--- config.mk ---
export PLATFORM = sky130hd
export DESIGN_NAME = di_term_router
export DESIGN_NICKNAME = d
export VERILOG_FILES = /design/src/rtl/di_pkg.sv /design/src/rtl/di_reset_stretch.sv /design/src/rtl/di_term_router.sv
export SDC_FILE = /design/constraint.sdc
export NUM_CORES = 1
export LEC_CHECK = 0
export CAP_MARGIN = 20
export CORE_MARGIN = 1.5
export CORE_UTILIZATION = 42
export DETAILED_ROUTE_END_ITERATION = 6
export PLACE_DENSITY = 0.85
export SLEW_MARGIN = 0
export SYNTH_ARGS = -nofsm -noshare
export SYNTH_HDL_FRONTEND = slang
export SYNTH_SLANG_ARGS = --single-unit
--- constraint.sdc ---
create_clock -name ifclk -period 5.2 [get_ports ifclk]
set_clock_uncertainty 0.05 [all_clocks]
set_input_delay 0.52 -clock ifclk [delete_from_list [all_inputs] [get_ports ifclk]]
set_output_delay 0.52 -clock ifclk [all_outputs]
set_load 0.02 [all_outputs]
--- src/rtl/di_pkg.sv ---
// Purpose : shared constants, watchdog state type and host-side output bundle for the di router.
// Latency : n/a (declarations only).
// Backpr. : n/a; host backpressure is carried by the ready bits in di_host_t.
// Terminal address values themselves live in terminals_defs.v and feed TERM_ADDRS at the project top.
package di_pkg;

    localparam int DI_ADDR_W = 16;
    localparam int DI_DATA_W = 32;
    localparam int DI_STAT_W = 16;

    // Values returned to the host when no terminal owns the address.
    localparam logic [DI_DATA_W-1:0] DI_UNMAPPED_DATA   = 32'hAAAAAAAA;
    localparam logic [DI_STAT_W-1:0] DI_STATUS_UNMAPPED = 16'hFFFF;

    // Values returned to the host while the watchdog holds a hung transfer.
    localparam logic [DI_DATA_W-1:0] DI_TIMEOUT_DATA    = 32'hDEADBEEF;
    localparam logic [DI_STAT_W-1:0] DI_STATUS_TIMEOUT  = 16'hFFFE;

    typedef enum logic [1:0] {
        WD_IDLE    = 2'd0,
        WD_ACTIVE  = 2'd1,
        WD_TIMEOUT = 2'd2
    } di_wd_state_e;

    // Everything the router drives back to the host, registered as one unit.
    typedef struct packed {
        logic                 read_rdy;
        logic                 write_rdy;
        logic [DI_DATA_W-1:0] datao;
        logic [DI_STAT_W-1:0] status;
    } di_host_t;

    // 16-bit increment that sticks at all-ones instead of wrapping.
    function automatic logic [15:0] di_sat_inc16(input logic [15:0] v);
        return (v == 16'hFFFF) ? v : v + 16'd1;
    endfunction

endpackage

--- src/rtl/di_reset_stretch.sv ---
// Purpose : stretches a software reset request into a RESET_HOLD-clock active-low reset pulse.
// Latency : request -> o_core_resetb low at the next edge; high again RESET_HOLD edges after the request edge.
// Backpr. : requests are ignored while i_write_mode is high so an in-flight host write is never cut.
// Ports   : i_clk, i_rst (async, active-high), i_sw_reset, i_write_mode -> o_core_resetb.
// After i_rst falls the counter starts from 0, so o_core_resetb also rises RESET_HOLD edges later.
module di_reset_stretch #(
    parameter int RESET_HOLD = 4
) (
    input  logic i_clk,
    input  logic i_rst,
    input  logic i_sw_reset,
    input  logic i_write_mode,
    output logic o_core_resetb
);

    localparam logic [7:0] HOLD = 8'(RESET_HOLD);

    logic [7:0] r_rst_cnt;
    logic       r_core_resetb;
    logic [7:0] w_cnt_nxt;
    logic       w_restart;

    assign w_restart = i_sw_reset & ~i_write_mode;

    // Counter parks at HOLD; a fresh request mid-count starts it over.
    always_comb begin
        w_cnt_nxt = r_rst_cnt;
        if (w_restart) begin
            w_cnt_nxt = '0;
        end else if (r_rst_cnt != HOLD) begin
            w_cnt_nxt = r_rst_cnt + 8'd1;
        end
    end

    always_ff @(posedge i_clk or posedge i_rst) begin
        if (i_rst) begin
            r_rst_cnt     <= '0;
            r_core_resetb <= 1'b0;
        end else begin
            r_rst_cnt     <= w_cnt_nxt;
            // Registered from the next count so the output is glitch-free.
            r_core_resetb <= (w_cnt_nxt == HOLD);
        end
    end

    assign o_core_resetb = r_core_resetb;

endmodule

--- src/rtl/di_term_router.sv ---
// Purpose : decodes the host terminal address, steers the selected terminal's ready/data/status to the host,
//           and guards the host against hung terminals with a ready-timeout watchdog.
// Latency : address -> t_sel 1 edge; terminal ready/data/status -> host 1 edge (address -> host 2 edges).
// Backpr. : host ready follows the selected terminal; unmapped or timed-out accesses report ready=1.
// Ports   : ifclk/reset (async, active-high); di_* host qualifiers in, di_* host results out;
//           t_* per-terminal slices in, t_sel one-hot out; core_resetb stretched reset; timeout_count.
module di_term_router
    import di_pkg::*;
#(
    parameter int                        NUM_TERMS      = 4,
    parameter logic [16*NUM_TERMS-1:0]   TERM_ADDRS     = {16'h0003, 16'h0002, 16'h0001, 16'h0000},
    parameter int                        TIMEOUT_CYCLES = 1024,
    parameter int                        RESET_HOLD     = 4
) (
    input  logic                        ifclk,
    input  logic                        reset,
    input  logic [DI_ADDR_W-1:0]        di_term_addr,
    input  logic                        di_read_mode,
    input  logic                        di_read_req,
    input  logic                        di_write_mode,
    input  logic                        di_write,
    input  logic                        sw_reset,
    input  logic [NUM_TERMS-1:0]        t_read_rdy,
    input  logic [NUM_TERMS-1:0]        t_write_rdy,
    input  logic [32*NUM_TERMS-1:0]     t_reg_datao,
    input  logic [16*NUM_TERMS-1:0]     t_transfer_status,
    output logic [NUM_TERMS-1:0]        t_sel,
    output logic                        di_read_rdy,
    output logic                        di_write_rdy,
    output logic [DI_DATA_W-1:0]        di_reg_datao,
    output logic [DI_STAT_W-1:0]        di_transfer_status,
    output logic                        core_resetb,
    output logic [15:0]                 timeout_count
);

    localparam logic [NUM_TERMS-1:0] ONE     = NUM_TERMS'(1);
    localparam logic [15:0]          TO_LAST = 16'(TIMEOUT_CYCLES - 1);

    // ------------------------------------------------------------------
    // Address decode
    // ------------------------------------------------------------------
    logic [NUM_TERMS-1:0] w_match;
    logic [NUM_TERMS-1:0] w_sel_nxt;
    logic [NUM_TERMS-1:0] r_t_sel;

    always_comb begin
        w_match = '0;
        for (int i = 0; i < NUM_TERMS; i++) begin
            w_match[i] = (di_term_addr == TERM_ADDRS[16*i +: 16]);
        end
        // x & -x isolates the lowest set bit: duplicate addresses resolve to the lowest index.
        w_sel_nxt = w_match & (~w_match + ONE);
    end

    // ------------------------------------------------------------------
    // Selected terminal slice (from the registered select)
    // ------------------------------------------------------------------
    logic                 w_hit;
    logic                 w_sel_rd_rdy;
    logic                 w_sel_wr_rdy;
    logic [DI_DATA_W-1:0] w_sel_data;
    logic [DI_STAT_W-1:0] w_sel_stat;

    assign w_hit        = |r_t_sel;
    assign w_sel_rd_rdy = |(r_t_sel & t_read_rdy);
    assign w_sel_wr_rdy = |(r_t_sel & t_write_rdy);

    always_comb begin
        w_sel_data = '0;
        w_sel_stat = '0;
        for (int i = 0; i < NUM_TERMS; i++) begin
            if (r_t_sel[i]) begin
                w_sel_data = t_reg_datao[32*i +: 32];
                w_sel_stat = t_transfer_status[16*i +: 16];
            end
        end
    end

    // ------------------------------------------------------------------
    // Watchdog
    // ------------------------------------------------------------------
    logic w_any_mode;
    logic w_rd_pend;
    logic w_wr_pend;
    logic w_pending;
    logic w_unready;

    assign w_any_mode = di_read_mode | di_write_mode;
    assign w_rd_pend  = di_read_mode & di_read_req;
    assign w_wr_pend  = di_write_mode & di_write;
    assign w_pending  = w_rd_pend | w_wr_pend;
    // An unmapped address counts as ready, so it can never run the counter.
    assign w_unready  = w_hit & ((w_rd_pend & ~w_sel_rd_rdy) | (w_wr_pend & ~w_sel_wr_rdy));

    di_wd_state_e r_state;
    di_wd_state_e w_state_nxt;
    logic [15:0]  r_wait_cnt;
    logic [15:0]  w_wait_cnt_nxt;
    logic [15:0]  r_timeout_count;
    logic [15:0]  w_timeout_count_nxt;

    always_comb begin
        w_state_nxt         = r_state;
        w_wait_cnt_nxt      = r_wait_cnt;
        w_timeout_count_nxt = r_timeout_count;
        case (r_state)
            WD_IDLE: begin
                w_wait_cnt_nxt = '0;
                if (w_any_mode) begin
                    w_state_nxt = WD_ACTIVE;
                end
            end
            WD_ACTIVE: begin
                if (!w_any_mode) begin
                    w_state_nxt    = WD_IDLE;
                    w_wait_cnt_nxt = '0;
                end else if (w_pending && (r_wait_cnt == TO_LAST)) begin
                    // The last counted cycle with the request still up: give up on the terminal.
                    w_state_nxt         = WD_TIMEOUT;
                    w_wait_cnt_nxt      = '0;
                    w_timeout_count_nxt = di_sat_inc16(r_timeout_count);
                end else if (w_unready) begin
                    w_wait_cnt_nxt = r_wait_cnt + 16'd1;
                end else begin
                    w_wait_cnt_nxt = '0;
                end
            end
            WD_TIMEOUT: begin
                // Held until the host drops both modes, so the error is seen for the whole transfer.
                w_wait_cnt_nxt = '0;
                if (!w_any_mode) begin
                    w_state_nxt = WD_IDLE;
                end
            end
            default: begin
                w_state_nxt    = WD_IDLE;
                w_wait_cnt_nxt = '0;
            end
        endcase
    end

    // ------------------------------------------------------------------
    // Host output mux (registered)
    // ------------------------------------------------------------------
    di_host_t r_host;
    di_host_t w_host_nxt;

    always_comb begin
        w_host_nxt = '{read_rdy: 1'b1, write_rdy: 1'b1,
                       datao: DI_UNMAPPED_DATA, status: DI_STATUS_UNMAPPED};
        if (r_state == WD_TIMEOUT) begin
            w_host_nxt = '{read_rdy: 1'b1, write_rdy: 1'b1,
                           datao: DI_TIMEOUT_DATA, status: DI_STATUS_TIMEOUT};
        end else if (w_hit) begin
            w_host_nxt = '{read_rdy: w_sel_rd_rdy, write_rdy: w_sel_wr_rdy,
                           datao: w_sel_data, status: w_sel_stat};
        end
    end

    always_ff @(posedge ifclk or posedge reset) begin
        if (reset) begin
            r_t_sel         <= '0;
            r_state         <= WD_IDLE;
            r_wait_cnt      <= '0;
            r_timeout_count <= '0;
            r_host          <= '0;
        end else begin
            r_t_sel         <= w_sel_nxt;
            r_state         <= w_state_nxt;
            r_wait_cnt      <= w_wait_cnt_nxt;
            r_timeout_count <= w_timeout_count_nxt;
            r_host          <= w_host_nxt;
        end
    end

    // ------------------------------------------------------------------
    // Software reset stretcher
    // ------------------------------------------------------------------
    logic w_core_resetb;

    di_reset_stretch #(
        .RESET_HOLD (RESET_HOLD)
    ) u_reset_stretch (
        .i_clk         (ifclk),
        .i_rst         (reset),
        .i_sw_reset    (sw_reset),
        .i_write_mode  (di_write_mode),
        .o_core_resetb (w_core_resetb)
    );

    assign t_sel              = r_t_sel;
    assign di_read_rdy        = r_host.read_rdy;
    assign di_write_rdy       = r_host.write_rdy;
    assign di_reg_datao       = r_host.datao;
    assign di_transfer_status = r_host.status;
    assign core_resetb        = w_core_resetb;
    assign timeout_count      = r_timeout_count;

endmodule
==> flow_summary.ini, run 1 <==
[outcome]
status = finished clean

[cts]
clk_latency_ns = 0.34
cts_tree = done
cts.path.max_buffers = 2
cts_resized = 0
cts_buffers = 9
root_buffer = clkbuf_16
cts_max_level = 3
hold_buffers = 0
cts_setup_buffers = 0
clk_pin_slew_worst_paths_ns = 0.07
numClockSinks = 97

[finish]
drive_gt1_share_pct = 4.74
fin_nets = 1065
area_delta_synth_final_pct = 64.5
diodes = 0

[setup_path]
cp_cell_sequence = clkdlybuf4s50_1, nor2_1, or3b_2, or4_4, nor4_1, mux2_2
arrival_ns = 2.94
critPathTopFamily = simple AND/OR/NAND/NOR gates
path_buf_inv = 1
rrSetupSlack_ns = 2.44
path_class = input port to flip-flop
slowest_stage = or4_4
critPathLaunchType = input port
worstPathRequired_ns = 5.38
timing.critical_path.slowest_cell_delay_ns = 0.62
cp-end-kind = flip-flop
crit_path_max_fanout = 16

[floorplan]
fp.dieW_um = 114
coreArea_sq_um = 12000
io_pins = 294
start_util_pct = 43.0
die_h_um = 114
dieArea_sq_um = 12900
rows = 40

[synth]
synthFlopType = dfrtp_1
synthTopCellsByCount = dfrtp_1 (97), nor2_1 (77), nand2_1 (62)
ys_types = 40
synthCells = 570
yosys_warnings = 0
yosysTopAreaCell = dfrtp_1
ys_async_sr_fraction_pct = 100
syn_nets = 797
synth_edf_count = 0
syn_area_sq_um = 5140
synth_top_cell_area_share_pct = 47.2
synthTopCellsByArea = dfrtp_1 (47%), a22oi_1 (5.8%), o211ai_1 (5.7%)
yosysSeqAreaShare_pct = 47.2
yosys_register_bits = 97
yosysMostFrequentCell = dfrtp_1
syn_area_per_cell_sq_um = 9.02

[power_and_ir_drop]
p_per_area_nw_per_um2 = 205
power_mw = 1.73
p_leak_nw = 3.21
ir_drop_mv = 0.125

[grt]
grt_max_degree = 102
grt_overflow = 0
grt_pass1_vias = 5433
antenna_found_initial = 0
grtUsageTotal_pct = 27.1
grt_pass1_wl_um = 27100

[timing]
hold_viol = 0
setup_viol = 0
rsz0062_at_grt = false
post-route-period-util_pct = 53.2
min_period_ns = 2.76
max_slew.worst_pin.slew_ns = 0.986
slew_headroom_pct = 34.3
slew_violations = 0
fin_tns_setup_ns = 0
fmax_ghz = 0.362

[detailed_routing]
firstDrtPassIters = 5
ant_nets = 0
drcViolationCount = 0
vias_per_cell = 5.47
via_count = 5419
drt-initial-drc-count = 316
avgRoutedWirePerCell_um = 17.7
wl_um = 17500

[placement]
dp_hpwl_um = 13200
place_congestion = 0.874
port-buffer-count = 293

[hold_path]
min_path_type = flip-flop to flip-flop

[run]
drv_cap = 0
-- cell type report --
type	instances	area (sq um)
flip-flops and latches	97	2440
inverters	8	32.5
well taps	147	184
fillers	872	3510
clock buffers	11	253
multi-input cells	423	2520
repair buffers	299	2990
clock inverters	5	38.8
-- registers in the layout, summed over array words and instances, names as in the netlist --
signal and count:
di_reg_datao 32, di_transfer_status 16, r_wait_cnt 16, timeout_count 16, u_reset_stretch.r_rst_cnt 8, t_sel 4
r_state 2, di_read_rdy 1, di_write_rdy 1, u_reset_stretch.o_core_resetb 1
-- routing by layer --
metal / vias to the layer above / global-route usage (%) / share of wire (%)
met2: 206 / 46.9 / 51
met3: 32 / 7.81 / 7.6
li1: 2590 / - / -
met1: 2591 / 31.8 / 39
met4: 0 / 10.4 / 3.0
met5: - / 0 / 0
-- power by group --
part	total, mW	switching [mW]	internal, mW
combinational	0.288	0.0976	0.190
sequential	0.800	0.0262	0.774
clock	0.642	0.290	0.352
total	1.73	0.414	1.32
-- worst reg2reg max path: stages (launching register included) --
cell and delay [ns]:
dfrtp_1 0.41, ha_1 0.22, nand2_1 0.09, or3_1 0.46
or4_4 0.70, nor4_1 0.35, mux2_2 0.37
-- placed cells by master (no fill, tap or decap), types with 3 or more instances in the layout --
master             n
a21oi_1           53
a221oi_1          11
a22oi_1           40
and3_1             6
buf_4              5
clkbuf_16          9
clkdlybuf4s50_1  293
clkinvlp_4         4
dfrtp_1           94
ha_1               4
inv_1              7
mux2_2             5
nand2_1           62
nand3_1           16
nand4_1            9
nor2_1            76
nor2b_1           11
nor3_1            22
nor4_1             7
o211ai_1          39
o21ai_0            3
xnor2_1            9
xor2_1            24
-- kinds of logic (layout without fill, tap and decap cells) --
| family | count (synthesis) | count (layout) | synth area share, % |
|---|---|---|---|
| AOI/OAI and AO/OA | 151 | 151 | 19.7 |
| xor gates and xnor gates | 33 | 33 | 5.62 |
| adders and majority gates | 4 | 4 | 0.974 |
| buffers and inverters | 50 | 323 | 3.97 |
| DFF | 97 | 97 | 47.2 |
| muxes | 5 | 5 | 1.10 |
| and+or+nand+nor | 230 | 230 | 21.4 |
-- final timing paths --
check,from,to,depth (start not counted)
max,di_write_mode,timeout_count[15],6
min,r_state[1],r_state[0],1
max reg2reg,r_wait_cnt[0],timeout_count[15],6
min reg2reg,r_state[1],r_state[0],1
max in group asynchronous,reset,t_sel[2],3
min in group asynchronous,reset,di_write_rdy,2
-- metrics by stage --
stage | hold WS [ns] | std cells | worst slack (ns) | instance area (sq um) | utilization (%)
2_1_floorplan | 0.384 | 570 | 2.10 | 5140 | -
3_3_place_gp | 0.413 | 973 | 2.13 | 8140 | 68.1
3_5_place_dp | 0.426 | 973 | 2.08 | 8140 | 68.1
4_1_cts | 0.446 | 989 | 2.44 | 8430 | 70.5
5_1_grt | 0.460 | 990 | 2.34 | 8450 | 70.7
6_report | 0.445 | 990 | 2.44 | 8450 | 70.7
No activity file was read; power rests on OpenSTA's default activity.
==> inputs of run 2 (changes only) <==
- CORE_UTILIZATION: 42 -> 35
- PLACE_DENSITY: 0.85 -> 0.76
- clock period: 5.2 -> 2.3 ns (I/O delays scaled with it)
==> flow_summary.ini, run 2 (synthesized netlist as in run 1, its figures left out) <==
[outcome]
status = finished with violations
violations = negative setup slack

[power_and_ir_drop]
power.share.clock_pct = 38.8
ir_drop_mv = 0.356
seq_power_share_pct = 44.5
p_leak_nw = 3.40
power_mw = 4.03
p_int_mw = 3.13
p_switching_mw = 0.897
p_per_area_nw_per_um2 = 456
p_comb_share_pct = 16.7
switching_share_pct = 22.2

[finish]
drive_gt1_share_pct = 8.93
layout_common_cells = clkdlybuf4s50_1 (293), dfrtp_1 (94), nor2_1 (76)
largest_reg_flops = 32
stdcell_area_sq_um = 8830
fin_nets = 1095
fin_cells = 1057
final_util_pct = 61.3
diodes = 0
mostFrequentLayoutCell = clkdlybuf4s50_1
area_delta_synth_final_pct = 71.9
nFillCells = 1259

[timing]
slew_headroom_pct = 63.5
post-route-period-util_pct = 101
rsz0062_at_grt = true
max_slew.worst_pin.slew_ns = 0.542
min_period_ns = 2.33
slew_violations = 0
hold_viol = 0
worst_slack_ns = -0.0284
fmax_ghz = 0.429
setup_viol = 2
hold_ws_ns = 0.329

[setup_path]
arrival_ns = 2.51
worstPathRequired_ns = 2.48
ff2ff_path_depth = 6
path_class = flip-flop to flip-flop
cp-end-kind = flip-flop
critPathLaunchType = flip-flop
crit_path_max_fanout = 8

[floorplan]
coreArea_sq_um = 14400
start_util_pct = 35.6
die_h_um = 124
io_pins = 294
fp.dieW_um = 124
rows = 44
dieArea_sq_um = 15400

[detailed_routing]
ant_nets = 0
wl_um = 17800
via_count = 5342
drt-initial-drc-count = 219
avgRoutedWirePerCell_um = 16.8
firstDrtPassIters = 4
drcViolationCount = 0
vias_per_cell = 5.05

[cts]
numClockSinks = 97
clk_pin_slew_worst_paths_ns = 0.06
cts_max_level = 3
root_buffer = clkbuf_16
cts_buffers = 9
cts_tree = done
clk_latency_ns = 0.35
hold_buffers = 0
cts_setup_buffers = 0
cts.path.max_buffers = 2

[placement]
placed_cell_area_sq_um = 8480
dp_hpwl_um = 13500
post-place-cells = 1041
port-buffer-count = 293
place_congestion = 0.837

[grt]
grt_pass1_wl_um = 27300
grt_pass1_vias = 5264
antenna_found_initial = 0
grt_max_degree = 100
grtUsageTotal_pct = 23.6
grt_overflow = 0

[hold_path]
min_path_type = input port to asynchronous set/reset pin

[run]
drv_cap = 0
-- run 2: final timing paths --
| kind | end | startpoint | slack, ns |
|---|---|---|---|
| min in group ifclk | di_reg_datao[7] | t_reg_datao[103] | 0.41 |
| max | timeout_count[15] | r_wait_cnt[0] | -0.03 |
| min reg2reg | timeout_count[7] | timeout_count[7] | 0.46 |
| max reg2reg | timeout_count[15] | r_wait_cnt[0] | -0.03 |
| max in group asynchronous | t_sel[3] | reset | 1.47 |
| min | u_reset_stretch.r_rst_cnt[3] | reset | 0.33 |
-- run 2: power by group through the flow --
stage	clock (mW)	sequential [mW]	combinational (mW)
6_report	1.56	1.79	0.673
5_1_grt	1.68	1.80	0.741
4_1_cts	1.60	1.79	0.679
3_5_place_dp	0	1.82	0.675
3_3_place_gp	0	1.82	0.664
2_1_floorplan	0	1.84	0.179
-- run 2: layer usage --
metal / vias up / global-route usage (%) / wire length (um)
met5: - / 0 / 0
met1: 2501 / 26.9 / 6730
met4: 0 / 6.68 / 406
met3: 24 / 9.29 / 1370
met2: 166 / 40.9 / 9240
li1: 2651 / - / -
-- run 2: final cells by class --
cell class | instances | area [sq um] | share of cell area (%)
repair buffers | 329 | 3240 | 36.6
multi-input cells | 423 | 2590 | 29.3
flip-flops and latches | 97 | 2430 | 27.5
clock buffers | 14 | 274 | 3.10
well taps | 184 | 230 | 2.61
clock inverters | 2 | 35.0 | 0.397
inverters | 8 | 33.8 | 0.382
-- run 2: stage by stage --
stage	setup WS (ns)	TNS [ns]
2_1_floorplan	-0.110	-0.549
3_3_place_gp	-0.337	-3.82
3_5_place_dp	-0.375	-4.38
4_1_cts	0.00361	0
5_1_grt	-0.115	-0.790
6_report	-0.0284	-0.0463
-- run 2: what timing repair did --
action | in CTS | in global routing
pin swaps | 0 | 3
resized for setup | 2 | 7
setup endpoints to repair | 3 | 12
gates cloned | 0 | 0
endpoints found under the hold margin | 0 | 0
-- run 2: critical path, stage by stage (launching register included) --
cell	delay, ns
dfrtp_1	0.35
ha_2	0.19
nand2_2	0.05
or3_4	0.34
or4_4	0.62
nor4_4	0.30
mux2_4	0.32
==> inputs of run 3 (changes only) <==
- CAP_MARGIN: 20 -> 30
==> results of run 3 <==
Final layout, timing and power as in run 2 (identical DEF).
